### config.mk
export PLATFORM = sky130hd
export DESIGN_NAME = t07_fpu_wb_scheduler_flat
export DESIGN_NICKNAME = d
export VERILOG_FILES = /design/src/rtl/t07_fpu_wb_scheduler_pkg.sv /design/src/rtl/t07_fpu_wb_scheduler_if.sv /design/src/rtl/t07_fpu_wb_scheduler_scoreboard.sv /design/src/rtl/t07_fpu_wb_scheduler.sv /design/src/flat_wrapper.sv
export SDC_FILE = /design/constraint.sdc
export NUM_CORES = 1
export LEC_CHECK = 0
export CORE_MARGIN = 10
export CORE_UTILIZATION = 49
export CTS_BUF_LIST = sky130_fd_sc_hd__clkbuf_4 sky130_fd_sc_hd__clkbuf_8 sky130_fd_sc_hd__clkbuf_16
export DETAILED_ROUTE_END_ITERATION = 10
export GPL_TIMING_DRIVEN = 0
export PLACE_DENSITY = 0.87
export SLEW_MARGIN = 5
export SYNTH_ARGS = -nofsm -noshare
export SYNTH_HDL_FRONTEND = slang
export SYNTH_SLANG_ARGS = --single-unit
### constraint.sdc
create_clock -name clk -period 4.8 [get_ports clk]
set_input_delay 0.96 -clock clk [delete_from_list [all_inputs] [get_ports clk]]
set_output_delay 0.96 -clock clk [all_outputs]
set_load 0.05 [all_outputs]
### src/rtl/t07_fpu_wb_scheduler_pkg.sv
// Shared constants and types for the FPU writeback scheduler.
// Optional same-cycle operand bypass is enabled by defining T07_FPU_WB_BYPASS_EN.
package t07_fpu_pkg;

   localparam int NREGS = 32;
   localparam int XLEN  = 32;
   localparam int IDXW  = $clog2(NREGS);

   typedef enum logic {
      SRC_FPU = 1'b0,
      SRC_LD  = 1'b1
   } wb_src_t;

   typedef struct packed {
      logic [IDXW-1:0] rd;
      logic [XLEN-1:0] data;
   } wb_req_t;

   // x0 is hardwired, so writes and pending bits for it are ignored.
   function automatic logic idx_nz(input logic [IDXW-1:0] idx);
      return (idx != {IDXW{1'b0}});
   endfunction

endpackage

### src/rtl/t07_fpu_wb_scheduler_if.sv
// Requester handshakes (FPU, FLW load) and register-file write-side bundle.
// Shared by builds with and without T07_FPU_WB_BYPASS_EN.
interface t07_fpu_wb_if import t07_fpu_pkg::*; ();

   logic            fpu_valid_i;
   logic [IDXW-1:0] fpu_rd_i;
   logic [XLEN-1:0] fpu_data_i;
   logic            fpu_ready_o;
   logic            ld_valid_i;
   logic [IDXW-1:0] ld_rd_i;
   logic [XLEN-1:0] ld_data_i;
   logic            ld_ready_o;
   logic            wb_we_o;
   logic [IDXW-1:0] wb_rd_o;
   logic [XLEN-1:0] wb_data_o;

   modport master (
      output fpu_valid_i, fpu_rd_i, fpu_data_i, ld_valid_i, ld_rd_i, ld_data_i,
      input  fpu_ready_o, ld_ready_o, wb_we_o, wb_rd_o, wb_data_o
   );

   modport slave (
      input  fpu_valid_i, fpu_rd_i, fpu_data_i, ld_valid_i, ld_rd_i, ld_data_i,
      output fpu_ready_o, ld_ready_o, wb_we_o, wb_rd_o, wb_data_o
   );

endinterface

### src/rtl/t07_fpu_wb_scheduler_scoreboard.sv
// Pending-destination scoreboard: issue sets, writeback clears, RAW/WAW hazard
// detect and sticky error on a writeback to a register that was not pending.
module t07_fpu_scoreboard import t07_fpu_pkg::*; (
   input  logic             clk,
   input  logic             nrst,
   input  logic             freeze_i,
   input  logic             iss_valid_i,
   input  logic [IDXW-1:0]  iss_rs1_i,
   input  logic [IDXW-1:0]  iss_rs2_i,
   input  logic [IDXW-1:0]  iss_rd_i,
   input  logic             iss_use_rs1_i,
   input  logic             iss_use_rs2_i,
   input  logic             iss_rd_we_i,
   input  logic             byp_rs1_i,
   input  logic             byp_rs2_i,
   input  logic             clr_en_i,
   input  logic [IDXW-1:0]  clr_idx_i,
   output logic             hazard_o,
   output logic [NREGS-1:0] pending_o,
   output logic             err_o
);

   logic [NREGS-1:0] pending_q, pending_d;
   logic             err_q, err_d;
   logic             hazard_s;
   logic             set_en_s;

   // Hazard compare and next pending/err; a set after the clear lets set win.
   always_comb begin
      hazard_s  = iss_valid_i &
                  ((iss_use_rs1_i & pending_q[iss_rs1_i] & ~byp_rs1_i) |
                   (iss_use_rs2_i & pending_q[iss_rs2_i] & ~byp_rs2_i) |
                   (iss_rd_we_i   & pending_q[iss_rd_i]));
      set_en_s  = iss_valid_i & ~hazard_s & ~freeze_i & iss_rd_we_i & idx_nz(iss_rd_i);
      pending_d = pending_q;
      err_d     = err_q;
      if (clr_en_i && idx_nz(clr_idx_i)) begin
         err_d                = err_q | ~pending_q[clr_idx_i];
         pending_d[clr_idx_i] = 1'b0;
      end else begin
         err_d = err_q;
      end
      if (set_en_s) begin
         pending_d[iss_rd_i] = 1'b1;
      end else begin
         pending_d = pending_d;
      end
   end

   // Scoreboard state register.
   always_ff @(posedge clk or negedge nrst) begin
      if (!nrst) begin
         pending_q <= {NREGS{1'b0}};
         err_q     <= 1'b0;
      end else begin
         pending_q <= pending_d;
         err_q     <= err_d;
      end
   end

   assign hazard_o  = hazard_s;
   assign pending_o = pending_q;
   assign err_o     = err_q;

endmodule

### src/rtl/t07_fpu_wb_scheduler.sv
// FPU register-file writeback arbiter (round-robin FPU vs FLW) with hazard scoreboard.
// Define T07_FPU_WB_BYPASS_EN to add operand bypass from the registered write.
module t07_fpu_wb_scheduler import t07_fpu_pkg::*; (
   input  logic             clk,
   input  logic             nrst,
   input  logic             freeze_i,
   input  logic             iss_valid_i,
   input  logic [IDXW-1:0]  iss_rs1_i,
   input  logic [IDXW-1:0]  iss_rs2_i,
   input  logic [IDXW-1:0]  iss_rd_i,
   input  logic             iss_use_rs1_i,
   input  logic             iss_use_rs2_i,
   input  logic             iss_rd_we_i,
   output logic             hazard_o,
   t07_fpu_wb_if.slave      wb_if,
   output logic [NREGS-1:0] pending_o,
   output logic             err_o
`ifdef T07_FPU_WB_BYPASS_EN
   ,
   input  logic [XLEN-1:0]  rf_rs1_data_i,
   input  logic [XLEN-1:0]  rf_rs2_data_i,
   output logic [XLEN-1:0]  op1_o,
   output logic [XLEN-1:0]  op2_o
`endif
);

   wb_src_t         last_grant_q, last_grant_d;
   logic            wb_we_q, wb_we_d;
   logic [IDXW-1:0] wb_rd_q, wb_rd_d;
   logic [XLEN-1:0] wb_data_q, wb_data_d;
   logic            fpu_ready_s, ld_ready_s, hs_s;
   wb_req_t         gnt_s;
   logic            byp_rs1_s, byp_rs2_s;

   // Arbitration: a lone requester wins; on a tie the one not granted last wins.
   always_comb begin
      fpu_ready_s = 1'b0;
      ld_ready_s  = 1'b0;
      if (freeze_i) begin
         fpu_ready_s = 1'b0;
         ld_ready_s  = 1'b0;
      end else if (wb_if.fpu_valid_i && wb_if.ld_valid_i) begin
         fpu_ready_s = (last_grant_q == SRC_LD);
         ld_ready_s  = (last_grant_q == SRC_FPU);
      end else begin
         fpu_ready_s = wb_if.fpu_valid_i;
         ld_ready_s  = wb_if.ld_valid_i;
      end
      hs_s = fpu_ready_s | ld_ready_s;
      if (fpu_ready_s) begin
         gnt_s = '{rd: wb_if.fpu_rd_i, data: wb_if.fpu_data_i};
      end else begin
         gnt_s = '{rd: wb_if.ld_rd_i, data: wb_if.ld_data_i};
      end
   end

   // Next output register and last-grant; rd=0 completes the handshake silently.
   always_comb begin
      last_grant_d = last_grant_q;
      wb_we_d      = 1'b0;
      wb_rd_d      = wb_rd_q;
      wb_data_d    = wb_data_q;
      if (hs_s) begin
         last_grant_d = fpu_ready_s ? SRC_FPU : SRC_LD;
         if (idx_nz(gnt_s.rd)) begin
            wb_we_d   = 1'b1;
            wb_rd_d   = gnt_s.rd;
            wb_data_d = gnt_s.data;
         end else begin
            wb_we_d = 1'b0;
         end
      end else begin
         wb_we_d = 1'b0;
      end
   end

   // Writeback output register and arbitration history.
   always_ff @(posedge clk or negedge nrst) begin
      if (!nrst) begin
         last_grant_q <= SRC_LD;
         wb_we_q      <= 1'b0;
         wb_rd_q      <= {IDXW{1'b0}};
         wb_data_q    <= {XLEN{1'b0}};
      end else begin
         last_grant_q <= last_grant_d;
         wb_we_q      <= wb_we_d;
         wb_rd_q      <= wb_rd_d;
         wb_data_q    <= wb_data_d;
      end
   end

`ifdef T07_FPU_WB_BYPASS_EN
   // A source matching the write in flight takes its data and drops its hazard.
   always_comb begin
      byp_rs1_s = wb_we_q & (wb_rd_q == iss_rs1_i) & idx_nz(iss_rs1_i);
      byp_rs2_s = wb_we_q & (wb_rd_q == iss_rs2_i) & idx_nz(iss_rs2_i);
      op1_o     = byp_rs1_s ? wb_data_q : rf_rs1_data_i;
      op2_o     = byp_rs2_s ? wb_data_q : rf_rs2_data_i;
   end
`else
   assign byp_rs1_s = 1'b0;
   assign byp_rs2_s = 1'b0;
`endif

   t07_fpu_scoreboard u_sb (
      .clk          (clk),
      .nrst         (nrst),
      .freeze_i     (freeze_i),
      .iss_valid_i  (iss_valid_i),
      .iss_rs1_i    (iss_rs1_i),
      .iss_rs2_i    (iss_rs2_i),
      .iss_rd_i     (iss_rd_i),
      .iss_use_rs1_i(iss_use_rs1_i),
      .iss_use_rs2_i(iss_use_rs2_i),
      .iss_rd_we_i  (iss_rd_we_i),
      .byp_rs1_i    (byp_rs1_s),
      .byp_rs2_i    (byp_rs2_s),
      .clr_en_i     (hs_s),
      .clr_idx_i    (gnt_s.rd),
      .hazard_o     (hazard_o),
      .pending_o    (pending_o),
      .err_o        (err_o)
   );

   assign wb_if.fpu_ready_o = fpu_ready_s;
   assign wb_if.ld_ready_o  = ld_ready_s;
   assign wb_if.wb_we_o     = wb_we_q;
   assign wb_if.wb_rd_o     = wb_rd_q;
   assign wb_if.wb_data_o   = wb_data_q;

endmodule

### src/flat_wrapper.sv
// flat-port wrapper written by rule: the top's interface ports become plain ports
module t07_fpu_wb_scheduler_flat import t07_fpu_pkg::*;
  (clk, nrst, freeze_i, iss_valid_i, iss_rs1_i, iss_rs2_i, iss_rd_i, iss_use_rs1_i, iss_use_rs2_i, iss_rd_we_i, hazard_o, pending_o, err_o, wb_if_fpu_valid_i, wb_if_fpu_rd_i, wb_if_fpu_data_i, wb_if_ld_valid_i, wb_if_ld_rd_i, wb_if_ld_data_i, wb_if_fpu_ready_o, wb_if_ld_ready_o, wb_if_wb_we_o, wb_if_wb_rd_o, wb_if_wb_data_o);
  t07_fpu_wb_if wb_if_i ();
  input  logic clk;
  input  logic nrst;
  input  logic freeze_i;
  input  logic iss_valid_i;
  input  logic [IDXW-1:0] iss_rs1_i;
  input  logic [IDXW-1:0] iss_rs2_i;
  input  logic [IDXW-1:0] iss_rd_i;
  input  logic iss_use_rs1_i;
  input  logic iss_use_rs2_i;
  input  logic iss_rd_we_i;
  output logic hazard_o;
  output logic [NREGS-1:0] pending_o;
  output logic err_o;
  input wire logic [$bits(wb_if_i.fpu_valid_i)-1:0] wb_if_fpu_valid_i;
  input wire logic [$bits(wb_if_i.fpu_rd_i)-1:0] wb_if_fpu_rd_i;
  input wire logic [$bits(wb_if_i.fpu_data_i)-1:0] wb_if_fpu_data_i;
  input wire logic [$bits(wb_if_i.ld_valid_i)-1:0] wb_if_ld_valid_i;
  input wire logic [$bits(wb_if_i.ld_rd_i)-1:0] wb_if_ld_rd_i;
  input wire logic [$bits(wb_if_i.ld_data_i)-1:0] wb_if_ld_data_i;
  output wire logic [$bits(wb_if_i.fpu_ready_o)-1:0] wb_if_fpu_ready_o;
  output wire logic [$bits(wb_if_i.ld_ready_o)-1:0] wb_if_ld_ready_o;
  output wire logic [$bits(wb_if_i.wb_we_o)-1:0] wb_if_wb_we_o;
  output wire logic [$bits(wb_if_i.wb_rd_o)-1:0] wb_if_wb_rd_o;
  output wire logic [$bits(wb_if_i.wb_data_o)-1:0] wb_if_wb_data_o;
  assign wb_if_i.fpu_valid_i = wb_if_fpu_valid_i;
  assign wb_if_i.fpu_rd_i = wb_if_fpu_rd_i;
  assign wb_if_i.fpu_data_i = wb_if_fpu_data_i;
  assign wb_if_i.ld_valid_i = wb_if_ld_valid_i;
  assign wb_if_i.ld_rd_i = wb_if_ld_rd_i;
  assign wb_if_i.ld_data_i = wb_if_ld_data_i;
  assign wb_if_fpu_ready_o = wb_if_i.fpu_ready_o;
  assign wb_if_ld_ready_o = wb_if_i.ld_ready_o;
  assign wb_if_wb_we_o = wb_if_i.wb_we_o;
  assign wb_if_wb_rd_o = wb_if_i.wb_rd_o;
  assign wb_if_wb_data_o = wb_if_i.wb_data_o;
  t07_fpu_wb_scheduler u_core (.clk(clk), .nrst(nrst), .freeze_i(freeze_i), .iss_valid_i(iss_valid_i), .iss_rs1_i(iss_rs1_i), .iss_rs2_i(iss_rs2_i), .iss_rd_i(iss_rd_i), .iss_use_rs1_i(iss_use_rs1_i), .iss_use_rs2_i(iss_use_rs2_i), .iss_rd_we_i(iss_rd_we_i), .hazard_o(hazard_o), .wb_if(wb_if_i), .pending_o(pending_o), .err_o(err_o));
endmodule
### Word-level counts from Yosys, hierarchy flattened

Index checks and enable logic that the tools add are counted.

* register bits after elaboration: 72
* input bits: 98

* magnitude comparators: 6
* muxes and demuxes: 22
* bitwise gates (word level): 19
* reduce and logical (&&, ||, !) cells: 7

Operator list (count)
* $mux 32: 2
* $mux 37: 1
* $and 32x32->32: 1
* $not 32->32: 1
* $or 32x32->32: 1
* $lt 5x6->1 const B: 4
* $bmux 1 s5: 4
* $mux 1: 13
* $demux 1 s5: 2
* $ge 5x1->1 const B: 2
* $reduce_bool 5->1: 2
* $and 1x1->1: 8
* $logic_and 1x1->1: 4
* $not 1->1: 4
* $or 1x1->1: 4
* $reduce_and 2->1: 1

### Logic depth before layout (Yosys ltp)

Gate-level depths: netlist (run 1).

* depth after elaboration: 13
* mapped depth: 11
* depth with buffers taken out: 8

### By module

Synthesis (run 1) repeated with hierarchy kept, for this count alone.

* cells, all modules: 384
* area, all modules: 4738.3 um2

Modules (own cells, without submodules)
* t07_fpu_scoreboard: instances 1, cells an instance 239, area an instance 2618.8 um2, seq. area each 825.8 um2
* t07_fpu_wb_scheduler: instances 1, cells an instance 145, area an instance 2119.5 um2, seq. area each 977.2 um2

### Worst setup path after synthesis (run 1)

Ideal clock, no wire load.

* kind: input -> output
* start point: input iss_rs1_i[0]
* end point: output hazard_o
* data arrival time: 3267 ps
* slack: 573 ps
* cell stages on the path: 7
* path buffers: 1
* cell sequence: clkbuf_1 mux4_2 mux2i_1 mux2i_1 o2111a_1 a21oi_4 a21boi_0

* word-level cells in the longest chain between the ends: 6

RTL lines
* from (decl): line flat_wrapper.sv:9 `input logic [IDXW-1:0] iss_rs1_i;`
* $bmux 1 s5: line t07_fpu_wb_scheduler_scoreboard.sv:31 `((iss_use_rs1_i & pending_q[iss_rs1_i] & ~byp_rs1_i) |`
* $mux 1 (not written as such): line t07_fpu_wb_scheduler_scoreboard.sv:31
* $and 1x1->1: line t07_fpu_wb_scheduler_scoreboard.sv:31
* $or 1x1->1: line t07_fpu_wb_scheduler_scoreboard.sv:31
* $or 1x1->1: line t07_fpu_wb_scheduler_scoreboard.sv:32 `(iss_use_rs2_i & pending_q[iss_rs2_i] & ~byp_rs2_i) |`
* $and 1x1->1: line t07_fpu_wb_scheduler_scoreboard.sv:30 `hazard_s = iss_valid_i &`
* to (decl): line flat_wrapper.sv:15 `output logic hazard_o;`

Every way passes these cells. The select of a mux whose other input is x is not followed.

### Worst setup path in the final report (run 1)

* start point: input iss_rd_i[0]
* end point: output hazard_o

* word-level cells in the longest chain between the ends: 5

RTL lines
* from (decl): line flat_wrapper.sv:11 `input logic [IDXW-1:0] iss_rd_i;`
* $bmux 1 s5: line t07_fpu_wb_scheduler_scoreboard.sv:33 `(iss_rd_we_i & pending_q[iss_rd_i]));`
* $mux 1 (not written as such): line t07_fpu_wb_scheduler_scoreboard.sv:33
* $and 1x1->1: line t07_fpu_wb_scheduler_scoreboard.sv:33
* $or 1x1->1: line t07_fpu_wb_scheduler_scoreboard.sv:32
* $and 1x1->1: line t07_fpu_wb_scheduler_scoreboard.sv:30

Every way passes these cells. The select of a mux whose other input is x is not followed.

==> impl_metrics.env, run 1 <==
export IMPL_status="completed"
export IMPL_via_per_inst=6.266
export IMPL_cts_hold_buf=0
export IMPL_cts_tree="done"
export IMPL_cp_num_buf_inv=3
export IMPL_period_share_pct=94.76
export IMPL_ios=172
export IMPL_r2r_end="u_core.u_sb.err_o$_DFFE_PN0N_"
export IMPL_pwr_share_comb_pct=37.7
export IMPL_grt_start_max_net_pins=73
export IMPL_cp_num_cells=8
export IMPL_switchingPower_mw=0.8701
export IMPL_p_int_mw=1.414
export IMPL_finalSetupViolCount=0
export IMPL_synth_top_area_cell="dfrtp_1"
export IMPL_fmax_mhz=219.9
export IMPL_crit_arrival_ns=3.59
export IMPL_die_width_um=117.1
export IMPL_hold_class="reg2reg"
export IMPL_antenna_found_initial=0
export IMPL_rows=35
export IMPL_cp_slowest_cell="clkdlybuf4s50_1"
export IMPL_drt_iter0_markers=409
export IMPL_grt_pass1_vias=4893
export IMPL_drv_cap=0
export IMPL_crit_path_end_kind="output pin"
export IMPL_synth_top_cell_area_share_pct=38.42
export IMPL_finalPower_mw=2.284
export IMPL_synthMostInstantiatedCell="o21ai_0"
export IMPL_area_growth_pct=45.05
export IMPL_ir_worst_vdd_mv=0.2187
export IMPL_r2r_slack_ns=1.81
export IMPL_dp_cells=747
export IMPL_final_antenna_net_count=0
export IMPL_worst_slack_ns=0.2516
export IMPL_place_congestion=0.9245
export IMPL_cts_reportedPaths_clkPinSlew_ns=0.08
export IMPL_power_frac_clock_pct=28.1
export IMPL_swShare_pct=38.09
export IMPL_ys_seq_elements=72
export IMPL_path_cells="clkdlybuf4s50_1, buf_6, mux4_2, mux4_2, mux2_4, a21oi_4, a21boi_0, clkdlybuf4s15_2"
export IMPL_fin_cells=764
export IMPL_rsz0062_at_grt="no"
export IMPL_criticalPathCategory="in2out"
export IMPL_drive_above_1_share_pct=7.351
export IMPL_yosysWarnings=0
export IMPL_drv_slew=0
export IMPL_n_antenna_cell=0
export IMPL_synth_seq_area_share_pct=38.99
export IMPL_worstSetupStartpointType="input port"
export IMPL_core_area_sq_mm=0.009196
export IMPL_grt_remaining_overflow=0
export IMPL_grtUsageTotal_pct=25.12
export IMPL_period_minus_slack_ns=4.548
export IMPL_crit_end="hazard_o"
export IMPL_port_buffers=167
export IMPL_path_delay_family="multiplexers"
export IMPL_routed_via_count=4787
export IMPL_finClkSkew_ns=0.01140
export IMPL_drc_errors=0
export IMPL_ys_flop_type="dfrtp_1"
export IMPL_critPathMostFrequentCell="mux4_2"
export IMPL_wl_per_cell_um=22.66
export IMPL_maxSlewHeadroom_pct=39.60
export IMPL_reg2reg_depth=8
export IMPL_finalHoldViolations=0
export IMPL_grt_pass1_wl_mm=26.94
export IMPL_critical_path_max_stage_delay_ns=0.55
export IMPL_synthTopCellsByCount="73 x o21ai_0, 71 x dfrtp_1, 56 x nand2_1"
export IMPL_die_y_um=117.1
export IMPL_leakagePower_nw=2.858
export IMPL_synth_area_sq_mm=0.004624
export IMPL_ctsHtreeMaxLevel=3
export IMPL_insertion_delay_ns=0.36
export IMPL_synth_nets=567
export IMPL_crit_reg2reg_launch="u_core.last_grant_q$_DFFE_PN1P_"
export IMPL_synth_edf_count=0
export IMPL_crit_start="iss_rd_i[0]"
export IMPL_dr_pass1_iters=7
export IMPL_routed_wl_mm=17.31
export IMPL_clk_path_buf_depth=2
export IMPL_cp_max_fo=10
export IMPL_cts_buffers=9
export IMPL_p_seq_share_pct=34.2
export IMPL_worst_ep_required_time_ns=3.84
export IMPL_netlist_instances=469
export IMPL_syn_area_per_cell_sq_um=9.860
export IMPL_start_util_pct=50.29
export IMPL_fin_nets=746
export IMPL_synthArstFlopShare_pct=100.0
export IMPL_powerDensity_mw_per_mm2=340.6
export IMPL_post_place_ws_ns=-0.4058
export IMPL_die_area_sq_mm=0.01372
export IMPL_cts_root_buf="clkbuf_8"
export IMPL_yosys_cell_types_count=56
export IMPL_netlist_top_cells_area="dfrtp_1 38%, mux2i_1 11%, o21ai_0 7.9%"
export IMPL_cts_sinks=72
export IMPL_dp_final_hpwl_mm=13.31
export IMPL_tightest_slew_ns=0.9061
[cell families after synthesis]
group,count (synthesis),synth area share [%]
buffers and inverters,36,3.328
multiplexers,73,21.64
flip-flops,72,38.99
AND/OR/NAND/NOR,139,16.94
AO/OA/AOI/OAI,149,19.10
[power by group through the flow]
stage	logic [mW]	registers [mW]	clock network (mW)
2_1_floorplan	0.246	1.03	0
3_3_place_gp	0.845	0.782	0
3_5_place_dp	0.858	0.788	0
5_1_grt	0.910	0.790	0.671
6_report	0.861	0.781	0.642
4_1_cts	0.863	0.777	0.642
[worst min path at each step]
stage / start / endpoint / slack [ns] / cells after the start
after CTS: u_core.wb_if.wb_rd_o[0]$_DFFE_PN0N_ / u_core.wb_if.wb_rd_o[0]$_DFFE_PN0N_ / 0.48 / 1
after detailed placement: u_core.wb_if.wb_rd_o[0]$_DFFE_PN0N_ / u_core.wb_if.wb_rd_o[0]$_DFFE_PN0N_ / 0.46 / 1
after floorplan: u_core.last_grant_q$_DFFE_PN1P_ / u_core.last_grant_q$_DFFE_PN1P_ / 0.47 / 2
after global routing: u_core.wb_if.wb_rd_o[0]$_DFFE_PN0N_ / u_core.wb_if.wb_rd_o[0]$_DFFE_PN0N_ / 0.50 / 1
final: u_core.wb_if.wb_rd_o[0]$_DFFE_PN0N_ / u_core.wb_if.wb_rd_o[0]$_DFFE_PN0N_ / 0.48 / 1
after global placement: u_core.wb_if.wb_data_o[24]$_DFFE_PN0N_ / u_core.wb_if.wb_data_o[24]$_DFFE_PN0N_ / 0.46 / 2
[flip-flops by register name (all words and copies together), names as in the netlist]
signal and cells:
u_core.wb_if.wb_rd_o 5, u_core.u_sb.pending_o 32, u_core.wb_if.wb_we_o 1, u_core.u_sb.err_o 1, u_core.last_grant_q 1, u_core.wb_if.wb_data_o 32
[cells in the final DEF (no fill, tap or decap), drive strengths merged, types with 3 or more instances in the layout]
| cell type | count |
|---|---|
| nor4 | 7 |
| o21ai | 105 |
| clkdlybuf4s50 | 165 |
| clkbuf | 33 |
| inv | 7 |
| nand4 | 4 |
| a21oi | 4 |
| a2111oi | 11 |
| nand3 | 9 |
| a211oi | 3 |
| bufinv | 4 |
| nand2 | 56 |
| dfrtp | 71 |
| mux2i | 49 |
| a31oi | 5 |
| mux4 | 19 |
| and3 | 9 |
| a21boi | 3 |
| a22oi | 3 |
| buf | 8 |
| nand4b | 6 |
| nand3b | 3 |
| nand2b | 10 |
| nor2 | 13 |
| mux2 | 5 |
| nor2b | 7 |
[per-stage QoR]
| step | utilization (%) | hold WS, ns | area, sq um | TNS (ns) |
|---|---|---|---|---|
| after floorplan | - | 0.4748 | 4624 | 0 |
| after global placement | 69.97 | 0.4621 | 6435 | -0.3407 |
| after detailed placement | 69.95 | 0.4647 | 6432 | -0.4058 |
| after CTS | 72.94 | 0.4819 | 6708 | 0 |
| after global routing | 72.94 | 0.5000 | 6708 | 0 |
| final | 72.94 | 0.4797 | 6708 | 0 |
[area by class of cell]
class                   count  area (sq um)
clock inverters             7         142.6
multi-input cells         361          2668
inverters                   6         22.52
clock buffers               9         123.9
repair buffers            168          1678
fillers                   666          2489
well taps                 111         138.9
flip-flops and latches     72          1803
plain buffers              30         131.4
[layer usage]
metal,global-route usage (%),up-vias,share of wire (%)
met5,0,-,0
met4,8.567,0,2.4
li1,-,2144,-
met2,40.59,314,46
met3,9.735,37,14
met1,30.00,2292,38
[repair_timing]
item,in CTS,in global routing
setup endpoints to repair,1,0
gates resized for setup,4,0
setup buffers,1,0
Power figures use the tool's default switching activity.
==> run 2: changes to the inputs <==
Settings changed: CAP_MARGIN set to 30.
==> results of run 2 <==
The final DEF is identical to that of run 1; final timing and power are the same.
